`config.mk`:
```
export PLATFORM = sky130hd
export DESIGN_NAME = onn_phase_monitor
export DESIGN_NICKNAME = d
export VERILOG_FILES = /design/src/rtl/onn_pkg.sv /design/src/rtl/onn_phase_latch.sv /design/src/rtl/onn_phase_monitor.sv
export SDC_FILE = /design/constraint.sdc
export NUM_CORES = 1
export LEC_CHECK = 0
export CORE_MARGIN = 5
export CORE_UTILIZATION = 65
export CTS_CLUSTER_DIAMETER = 50
export CTS_CLUSTER_SIZE = 40
export DETAILED_ROUTE_END_ITERATION = 6
export HOLD_SLACK_MARGIN = 0.15
export PLACE_DENSITY = 0.84
export SLEW_MARGIN = 20
export SYNTH_ARGS = -nofsm -noshare
export SYNTH_HDL_FRONTEND = slang
export SYNTH_SLANG_ARGS = --single-unit
```
`constraint.sdc`:
```
create_clock -name sclk -period 8.5 [get_ports sclk]
set_input_delay 1.7 -clock sclk [delete_from_list [all_inputs] [get_ports sclk]]
set_output_delay 1.7 -clock sclk [all_outputs]
set_load 0.02 [all_outputs]
```
`src/rtl/onn_pkg.sv`:
```
// Shared constants and FSM encoding for the ONN phase monitor.
// ONN_PHASE_TOL_EN: when defined, a phase may drift by one count and still be "unchanged".
package onn_pkg;

  localparam int N_OSC   = 15;
  localparam int PHASE_W = 4;

`ifdef ONN_PHASE_TOL_EN
  localparam int PHASE_TOL = 1;
`else
  localparam int PHASE_TOL = 0;
`endif

  typedef enum logic [1:0] {
    ST_IDLE,
    ST_MEASURE,
    ST_COMPARE,
    ST_STREAM
  } state_t;

endpackage

```
`src/rtl/onn_phase_latch.sv`:
```
// One oscillator's rising-edge detector: captures the shared phase count on its edge
// and remembers that an edge was seen since the last compare.
module onn_phase_latch
  import onn_pkg::*;
#(
  parameter int PHASE_W = onn_pkg::PHASE_W
) (
  input  logic               i_sclk,
  input  logic               i_rst_n,
  input  logic               i_osc,
  input  logic               i_en,
  input  logic [PHASE_W-1:0] i_cnt,
  input  logic               i_drop,
  input  logic               i_clr_seen,
  output logic [PHASE_W-1:0] o_phase,
  output logic               o_seen
);

  logic               r_osc_d;
  logic [PHASE_W-1:0] r_phase;
  logic               r_seen;
  logic               w_rise;

  assign w_rise = i_osc & ~r_osc_d;

  // Drop outranks a simultaneous edge so a discarded measurement never leaks through.
  always_ff @(posedge i_sclk or negedge i_rst_n) begin
    if (!i_rst_n) begin
      r_osc_d <= 1'b0;
      r_phase <= '0;
      r_seen  <= 1'b0;
    end else begin
      r_osc_d <= i_osc;
      if (i_drop) begin
        r_phase <= '0;
        r_seen  <= 1'b0;
      end else if (i_clr_seen) begin
        r_seen  <= 1'b0;
      end else if (i_en && w_rise) begin
        r_phase <= i_cnt;
        r_seen  <= 1'b1;
      end
    end
  end

  assign o_phase = r_phase;
  assign o_seen  = r_seen;

endmodule

```
`src/rtl/onn_phase_monitor.sv`:
```
// Measures each oscillator's phase against osc_in[0], flags changes on compare and streams
// the stored phases out. Optional macro ONN_PHASE_TOL_EN widens the match tolerance to 1.
module onn_phase_monitor
  import onn_pkg::*;
#(
  parameter int N_OSC   = onn_pkg::N_OSC,
  parameter int PHASE_W = onn_pkg::PHASE_W
) (
  input  logic               sclk,
  input  logic               re_n,
  input  logic [N_OSC-1:0]   osc_in,
  input  logic               full_tick,
  input  logic               drop,
  input  logic               state_cheak,
  input  logic               phi_to_no,
  output logic [N_OSC-1:0]   state_changed,
  output logic               cmp_done,
  output logic               out_valid,
  input  logic               out_ready,
  output logic [3:0]         out_idx,
  output logic [PHASE_W-1:0] out_phase,
  output logic               out_last
);

  localparam logic [PHASE_W:0] L_PERIOD   = {1'b1, {PHASE_W{1'b0}}};
  localparam logic [PHASE_W:0] L_TOL      = (PHASE_W+1)'(PHASE_TOL);
  localparam logic [3:0]       L_LAST_IDX = 4'(N_OSC-1);

  logic [1:0]               r_rst_sync;
  logic                     w_rst_n;
  state_t                   r_state, w_state_next;
  logic [PHASE_W-1:0]       r_cnt, w_cnt_next;
  logic                     r_ref_d, r_cheak_d, r_phi_d;
  logic                     r_seen0, r_cmp_pend;
  logic                     w_ref_rise, w_cheak_rise, w_phi_rise;
  logic                     w_measure, w_compare, w_stream_start, w_beat;
  logic [N_OSC*PHASE_W-1:0] w_cur_phase, r_prev_phase;
  logic [N_OSC-1:0]         w_seen, w_changed, r_state_changed;
  logic                     r_cmp_done, r_out_valid, r_out_last;
  logic [3:0]               r_out_idx, w_idx_inc;
  logic [PHASE_W-1:0]       r_out_phase, w_next_phase;

  function automatic logic [PHASE_W:0] circ_dist(input logic [PHASE_W-1:0] a,
                                                 input logic [PHASE_W-1:0] b);
    logic [PHASE_W:0] d;
    d = (a >= b) ? ({1'b0, a} - {1'b0, b}) : ({1'b0, b} - {1'b0, a});
    return (d > (L_PERIOD - d)) ? (L_PERIOD - d) : d;
  endfunction

  // Reset asserts immediately but releases only on a clock edge.
  always_ff @(posedge sclk or negedge re_n) begin
    if (!re_n) r_rst_sync <= 2'b00;
    else       r_rst_sync <= {r_rst_sync[0], 1'b1};
  end
  assign w_rst_n = r_rst_sync[1];

  assign w_ref_rise     = osc_in[0] & ~r_ref_d;
  assign w_cheak_rise   = state_cheak & ~r_cheak_d;
  assign w_phi_rise     = phi_to_no & ~r_phi_d;
  assign w_measure      = (r_state == ST_MEASURE);
  assign w_compare      = (r_state == ST_COMPARE);
  assign w_stream_start = (r_state == ST_IDLE) && (w_state_next == ST_STREAM);
  assign w_beat         = (r_state == ST_STREAM) && r_out_valid && out_ready;
  assign w_cnt_next     = w_ref_rise ? '0 : r_cnt + 1'b1;
  assign w_idx_inc      = r_out_idx + 4'd1;

  assign w_cur_phase[PHASE_W-1:0] = '0;
  assign w_seen[0]                = r_seen0;

  generate
    for (genvar gi = 1; gi < N_OSC; gi++) begin : g_latch
      onn_phase_latch #(.PHASE_W(PHASE_W)) u_latch (
        .i_sclk     (sclk),
        .i_rst_n    (w_rst_n),
        .i_osc      (osc_in[gi]),
        .i_en       (w_measure),
        .i_cnt      (w_cnt_next),
        .i_drop     (drop),
        .i_clr_seen (w_compare),
        .o_phase    (w_cur_phase[gi*PHASE_W +: PHASE_W]),
        .o_seen     (w_seen[gi])
      );
    end
    for (genvar gi = 0; gi < N_OSC; gi++) begin : g_cmp
      assign w_changed[gi] = ~w_seen[gi] |
        (circ_dist(w_cur_phase[gi*PHASE_W +: PHASE_W], r_prev_phase[gi*PHASE_W +: PHASE_W]) > L_TOL);
    end
  endgenerate

  always_comb begin
    w_next_phase = '0;
    for (int i = 0; i < N_OSC; i++) begin
      if (4'(i) == w_idx_inc) w_next_phase = r_prev_phase[i*PHASE_W +: PHASE_W];
    end
  end

  always_ff @(posedge sclk or negedge w_rst_n) begin
    if (!w_rst_n) r_state <= ST_IDLE;
    else          r_state <= w_state_next;
  end

  // A compare held off by a stream is serviced first on return to IDLE.
  always_comb begin
    w_state_next = r_state;
    case (r_state)
      ST_IDLE: begin
        if (r_cmp_pend || w_cheak_rise) w_state_next = ST_COMPARE;
        else if (w_phi_rise)            w_state_next = ST_STREAM;
        else if (full_tick)             w_state_next = ST_MEASURE;
      end
      ST_MEASURE: begin
        if (w_cheak_rise)    w_state_next = ST_COMPARE;
        else if (!full_tick) w_state_next = ST_IDLE;
      end
      ST_COMPARE: w_state_next = ST_IDLE;
      ST_STREAM:  if (w_beat && r_out_last) w_state_next = ST_IDLE;
      default:    w_state_next = ST_IDLE;
    endcase
  end

  always_ff @(posedge sclk or negedge w_rst_n) begin
    if (!w_rst_n) begin
      r_cnt      <= '0;
      r_ref_d    <= 1'b0;
      r_cheak_d  <= 1'b0;
      r_phi_d    <= 1'b0;
      r_seen0    <= 1'b0;
      r_cmp_pend <= 1'b0;
    end else begin
      r_ref_d   <= osc_in[0];
      r_cheak_d <= state_cheak;
      r_phi_d   <= phi_to_no;
      if (w_measure) r_cnt <= w_cnt_next;
      if (drop)                        r_seen0 <= 1'b0;
      else if (w_compare)              r_seen0 <= 1'b0;
      else if (w_measure && w_ref_rise) r_seen0 <= 1'b1;
      if ((r_state == ST_STREAM) && w_cheak_rise) r_cmp_pend <= 1'b1;
      else if (w_compare)                         r_cmp_pend <= 1'b0;
    end
  end

  always_ff @(posedge sclk or negedge w_rst_n) begin
    if (!w_rst_n) begin
      r_state_changed <= '1;
      r_prev_phase    <= '0;
      r_cmp_done      <= 1'b0;
    end else begin
      r_cmp_done <= w_compare;
      if (w_compare) begin
        r_state_changed <= w_changed;
        r_prev_phase    <= w_cur_phase;
      end
    end
  end

  always_ff @(posedge sclk or negedge w_rst_n) begin
    if (!w_rst_n) begin
      r_out_valid <= 1'b0;
      r_out_idx   <= '0;
      r_out_phase <= '0;
      r_out_last  <= 1'b0;
    end else if (w_stream_start) begin
      r_out_valid <= 1'b1;
      r_out_idx   <= '0;
      r_out_phase <= r_prev_phase[PHASE_W-1:0];
      r_out_last  <= (N_OSC == 1);
    end else if (w_beat) begin
      if (r_out_last) begin
        r_out_valid <= 1'b0;
      end else begin
        r_out_idx   <= w_idx_inc;
        r_out_phase <= w_next_phase;
        r_out_last  <= (w_idx_inc == L_LAST_IDX);
      end
    end
  end

  assign state_changed = r_state_changed;
  assign cmp_done      = r_cmp_done;
  assign out_valid     = r_out_valid;
  assign out_idx       = r_out_idx;
  assign out_phase     = r_out_phase;
  assign out_last      = r_out_last;

endmodule

```
==> Yosys cells after proc, flatten, opt, wreduce, memory -nomap -nowiden <==
Index checks and enable logic that the tools add are counted.
{ "op_classes": {"n_eq_ne": 21, "addsub": 44, "n_bitwise": 63, "reduce_logical": 70, "n_lt_le_gt_ge": 42, "mux": 151} }
{ "ops": {"columns": ["op", "count"], "rows": [
  ["$mux 4", 63],
  ["$mux 5", 28],
  ["$sub 4x4->5", 28],
  ["$gt 5x1->1 const B", 14],
  ["$gt 5x5->1", 14],
  ["$sub 5x5->5 const A", 14],
  ["$ge 4x4->1", 14],
  ["$mux 1", 53],
  ["$reduce_bool 3->1", 15],
  ["$reduce_bool 2->1", 17],
  ["$not 1->1", 32],
  ["$reduce_and 2->1", 16],
  ["$eq 4x4->1 const A", 7],
  ["$logic_and 1x1->1", 20],
  ["$and 1x1->1", 17],
  ["$eq 3x4->1 const A", 4],
  ["$or 1x1->1", 14],
  ["$mux 2", 6],
  ["$add 4x1->4 const B", 2],
  ["$eq 2x4->1 const A", 2],
  ["$pmux 2 s4", 1],
  ["$eq 2x2->1 const B", 3],
  ["$eq 1x4->1 const A", 1],
  ["$eq 4x4->1 const B", 1],
  ["other kinds (4)", 5]
]} }
{ "totals": {"input_bits": 22, "elab_cells": 448, "reg_bits": 179, "out_inout_bits": 26} }

==> Depth between registers and ports, before layout <==
{ "logic_depth": {"ltp_word": 19, "mapped_depth": 15, "ltp_nobuf": 15} }

==> By module <==
A second synthesis with hierarchy kept.
{ "hier_totals": {"hier_cells": 1544, "hier_area_um2": 13970.9} }
{ "by_module_without_submodules": {"columns": ["mod", "area_each_um2", "n_inst", "cells_each"], "rows": [
  ["onn_phase_monitor", 10012.1, 1, 1222],
  ["onn_phase_latch", 282.8, 14, 23]
]} }

==> Worst setup path before layout <==
OpenSTA, ideal clock, no wires.
{ "synth_timing": {"path_type": "register to register", "from": "register r_prev_phase[7]", "to": "register r_state_changed[1] (netlist: state_changed[1])", "arrival_time_ns": 3.082, "required_time_ns": 8.406, "slack_ns": 5.324, "stages_incl_launch_ff": 14, "path_cell_list": "dfrtp_1 -> inv_1 -> ha_1 -> buf_2 -> a21oi_1 -> inv_1 -> a31oi_1 -> mux2_2 -> or3_1 -> ha_1 -> a2111oi_0 -> a311oi_1 -> a2111oi_0 -> a21oi_1"} }
{ "synth_between": {"elab_chain_len": 7} }
{ "synth_rtl": {"columns": ["element", "line", "rtl"], "rows": [
  ["from (decl)", "onn_phase_monitor.sv:37", "logic [N_OSC*PHASE_W-1:0] w_cur_phase, r_prev_phase;"],
  ["from (signal assigned)", "onn_phase_monitor.sv:151", "r_prev_phase <= w_cur_phase;"],
  ["$sub 4x4->5 or $ge 4x4->1 (tied branches)", "onn_phase_monitor.sv:46", "d = (a >= b) ? ({1'b0, a} - {1'b0, b}) : ({1'b0, b} - {1'b0, a});"],
  ["$mux 5 (*)", "onn_phase_monitor.sv:46", null],
  ["$sub 5x5->5", "onn_phase_monitor.sv:47", "return (d > (L_PERIOD - d)) ? (L_PERIOD - d) : d;"],
  ["$gt 5x5->1", "onn_phase_monitor.sv:47", null],
  ["$mux 5 (*)", "onn_phase_monitor.sv:47", null],
  ["$gt 5x1->1 (*)", "onn_phase_monitor.sv:86", "(circ_dist(w_cur_phase[gi*PHASE_W +: PHASE_W], r_prev_phase[gi*PHASE_W +: PHASE_W]) > L_TOL);"],
  ["$or 1x1->1 (*)", "onn_phase_monitor.sv:85", "assign w_changed[gi] = ~w_seen[gi] |"],
  ["to (signal assigned)", "onn_phase_monitor.sv:150", "r_state_changed <= w_changed;"],
  ["to (decl)", "onn_phase_monitor.sv:38", "logic [N_OSC-1:0] w_seen, w_changed, r_state_changed;"]
]} }
Mark *: on every way between the ends. The rest lies on a longest branch, timed or not.
A chain may end at the register's enable or synchronous reset.

==> Worst setup path after layout <==
{ "layout_timing": {"from": "register r_out_idx[3] (netlist: out_idx[3])", "to": "output port out_idx[3]"} }
{ "layout_lines": {"columns": ["element", "line", "rtl"], "rows": [
  ["from (decl)", "onn_phase_monitor.sv:40", "logic [3:0] r_out_idx, w_idx_inc;"],
  ["from (signal assigned)", "onn_phase_monitor.sv:171", "r_out_idx <= w_idx_inc;"],
  ["to (decl)", "onn_phase_monitor.sv:20", "output logic [3:0] out_idx,"]
]} }
No word-level cell between the ends.

==> flow_metrics.tcl <==
set metrics [dict create \
    crit_path_start_kind "register" \
    synth_commonest_cells "198 x inv_1, 164 x dfrtp_1, 155 x o21ai_0" \
    path_max_fanout 19 \
    vias 11410 \
    ioPinCount 48 \
    setup_tns_ns 0 \
    reg2reg_depth 12 \
    antenna_found_initial 1 \
    via_per_inst 6.202 \
    ir_drop_uv 197.6 \
    ys_warn_count 0 \
    die_w_um 154.1 \
    drive_gt1_share_pct 6.182 \
    yosys-top-cells-area "dfrtp_1 30%, ha_1 12%, o21ai_0 5.7%" \
    endpoint_kind "output port" \
    grt_usage_pct 28.00 \
    drtPass1Iterations 5 \
    cts_tree "done" \
    die_area_um2 23750 \
    numPortBuffers 47 \
    finClkSkew_ns 0.01249 \
    clkSinkCount 179 \
    synth_most_common_cell "inv_1" \
    crit_start "out_idx[3]" \
    clk_latency_ns 0.43 \
    synth_ff_type "dfrtp_1" \
    overflow 0 \
    grt_pass1_wl_mm 55.28 \
    power_frac_comb_pct 44.3 \
    whs_ns 0.3560 \
    pwr-share-seq_pct 31.7 \
    postRouteAntennaNets 0 \
    r2r-end "state_changed[1]" \
    timing.critical_path.buf_inv 1 \
    rows 52 \
    synth_fp_nets 1724 \
    power_mw 3.325 \
    nNetsFinal 1737 \
    dpl-instance-area_um2 14100 \
    worstPathArrival_ns 1.88 \
    drv_slew 0 \
    wl_met2_mm 15.87 \
    drt_iter0_drc 903 \
    fmax_mhz 279.5 \
    synth.distinct_cells 89 \
    crit_cells 1 \
    path_clk_slew_ns 0.07 \
    cts_buffer_depth 2 \
    met3WireLength_mm 1.700 \
    area_growth_pct 8.862 \
    wirelength_mm 33.16 \
    clockPowerShare_pct 24.0 \
    cts_buffers 17 \
    p_leak_nw 6.123 \
    p_switching_mw 1.380 \
    critPathTopFamily "flip-flops" \
    period_minus_slack_ns 3.578 \
    ys_ff_latch 179 \
    grt_pass1_vias 11240 \
    start_util_pct 66.28 \
    worstPathCellList "clkdlybuf4s50_1" \
    relSlewSlack_pct 35.01 \
    hpwl_mm 23.80 \
    p_int_mw 1.946 \
    wl_per_cell_um 18.03 \
    p_sw_share_pct 41.49 \
    r2r_start "r_prev_phase[7]" \
    synth_area_um2 13500 \
    crit_required_ns 6.80 \
    cts_setup_buffers 0 \
    drt-met1-wl_mm 14.64 \
    synth.avg_cell_area_um2 8.747 \
    cts_hold_buf 0 \
    status "complete, no violations" \
    synthArstFlopShare_pct 100.0 \
    grt_max_degree 91 \
    yosys.area.top_type "dfrtp_1" \
    power_density_nw_per_um2 226.3 \
    fin_crit_sh_pct 42.09 \
    hold_viol_final 0 \
    fp.dieH_um 154.1 \
    hp-class "register to register" \
    place_congestion 0.8913 \
    diodes 0 \
    route.detailed.drc 0 \
    path_class "register to output port" \
    cts_resized 0 \
    synth_enable_flop_cells 0 \
    setup_violations 0 \
    netlist_instances 1543 \
    r2r_slack_ns 4.95 \
    ctsRootBufferMaster "clkbuf_16" \
    core_area_um2 20360 \
    cap_viol_max_count 0 \
    synth.top_cell.area_share_pct 30.41 \
    fin_area_um2 14690 \
    crit_end "out_idx[3]" \
    htreeDepth 4 \
    synth_seq_area_share_pct 33.33 \
    top_layer "met5" \
    max_stage_delay_ns 0.74 \
    rsz0062_at_grt "false" \
    worst_path_max_delay_cell "dfrtp_1" \
    worst_slew_pin_slew_ns 0.9749 \
]
==> final cells by class <==
class / count / area, um^2
clock buffer: 19 / 442.9
sequential: 179 / 4502
timing repair buffer: 57 / 540.5
clock inverter: 13 / 148.9
multi-input combinational: 1103 / 7975
tap: 270 / 337.8
fill: 1595 / 5672
inverter: 198 / 745.7
==> routing by layer <==
metal	vias to the layer above	global-route usage, %
li1	5454	-
met1	5563	36.76
met3	74	5.396
met5	-	0
met4	2	8.452
met2	312	47.23
==> per-stage QoR <==
stage / std cells / util, % / setup WS (ns)
2_1_floorplan: 1543 / - / 3.169
3_3_place_gp: 1807 / 69.24 / 4.800
3_5_place_dp: 1807 / 69.24 / 4.757
4_1_cts: 1839 / 72.15 / 4.905
5_1_grt: 1839 / 72.15 / 4.733
6_report: 1839 / 72.15 / 4.922
==> layout by cell type (no fill, tap or decap), types with 8 or more instances in the layout <==
master / instances
inv_1: 197
dfrtp_1: 163
o21ai_0: 154
ha_1: 131
nand2_1: 122
a21oi_1: 90
nand3b_1: 68
nor2_1: 67
clkdlybuf4s50_1: 46
nor2b_1: 45
nand2b_1: 37
nor3_1: 29
fa_1: 28
a211oi_1: 21
a21o_1: 19
o211ai_1: 19
nand3_1: 18
a31oi_1: 17
clkbuf_16: 17
dfstp_2: 15
mux2i_1: 11
a21boi_0: 10
nand4_1: 10
buf_4: 10
o21ai_1: 8
a2111oi_0: 8
o21a_1: 8
o32a_1: 8
==> worst min-delay path by stage <==
| stage | endpoint | slack (ns) | depth (start not counted) | from |
|---|---|---|---|---|
| finish | r_rst_sync[1] | 0.36 | 0 | r_rst_sync[0] |
| global route | r_rst_sync[1] | 0.38 | 0 | r_rst_sync[0] |
| CTS | r_rst_sync[1] | 0.36 | 0 | r_rst_sync[0] |
| detailed placement | r_rst_sync[1] | 0.34 | 0 | r_rst_sync[0] |
| global placement | r_rst_sync[1] | 0.34 | 0 | r_rst_sync[0] |
| floorplan | r_rst_sync[1] | 0.33 | 0 | r_rst_sync[0] |
==> cells by family after synthesis <==
group                    count (synthesis)  synth area share (%)
AO/OA/AOI/OAI                          464                 22.34
XOR/XNOR                                 5                0.3244
adder cells (fa/ha/maj)                159                 16.30
buffers and inverters                  261                 7.583
flip-flops                             179                 33.33
multiplexers                            18                 1.400
other                                    1               0.02778
AND/OR/NAND/NOR                        456                 18.70
==> registers in the layout, summed over array words and instances (netlist names), 2 cells and up <==
| signal | count |
|---|---|
| g_latch.u_latch.o_phase | 56 |
| r_prev_phase | 56 |
| state_changed | 15 |
| g_latch.u_latch.o_seen | 14 |
| g_latch.u_latch.r_osc_d | 14 |
| out_idx | 4 |
| out_phase | 4 |
| r_cnt | 4 |
| r_rst_sync | 2 |
| r_state | 2 |
==> power by group through the flow <==
stage / sequential [mW] / clock (mW) / combinational (mW)
after global placement: 1.06 / 0 / 1.40
final: 1.06 / 0.798 / 1.47
after floorplan: 1.07 / 0 / 1.05
after CTS: 1.05 / 0.808 / 1.46
after global routing: 1.07 / 0.853 / 1.63
after detailed placement: 1.07 / 0 / 1.44
(Power assumes the default switching activity.)
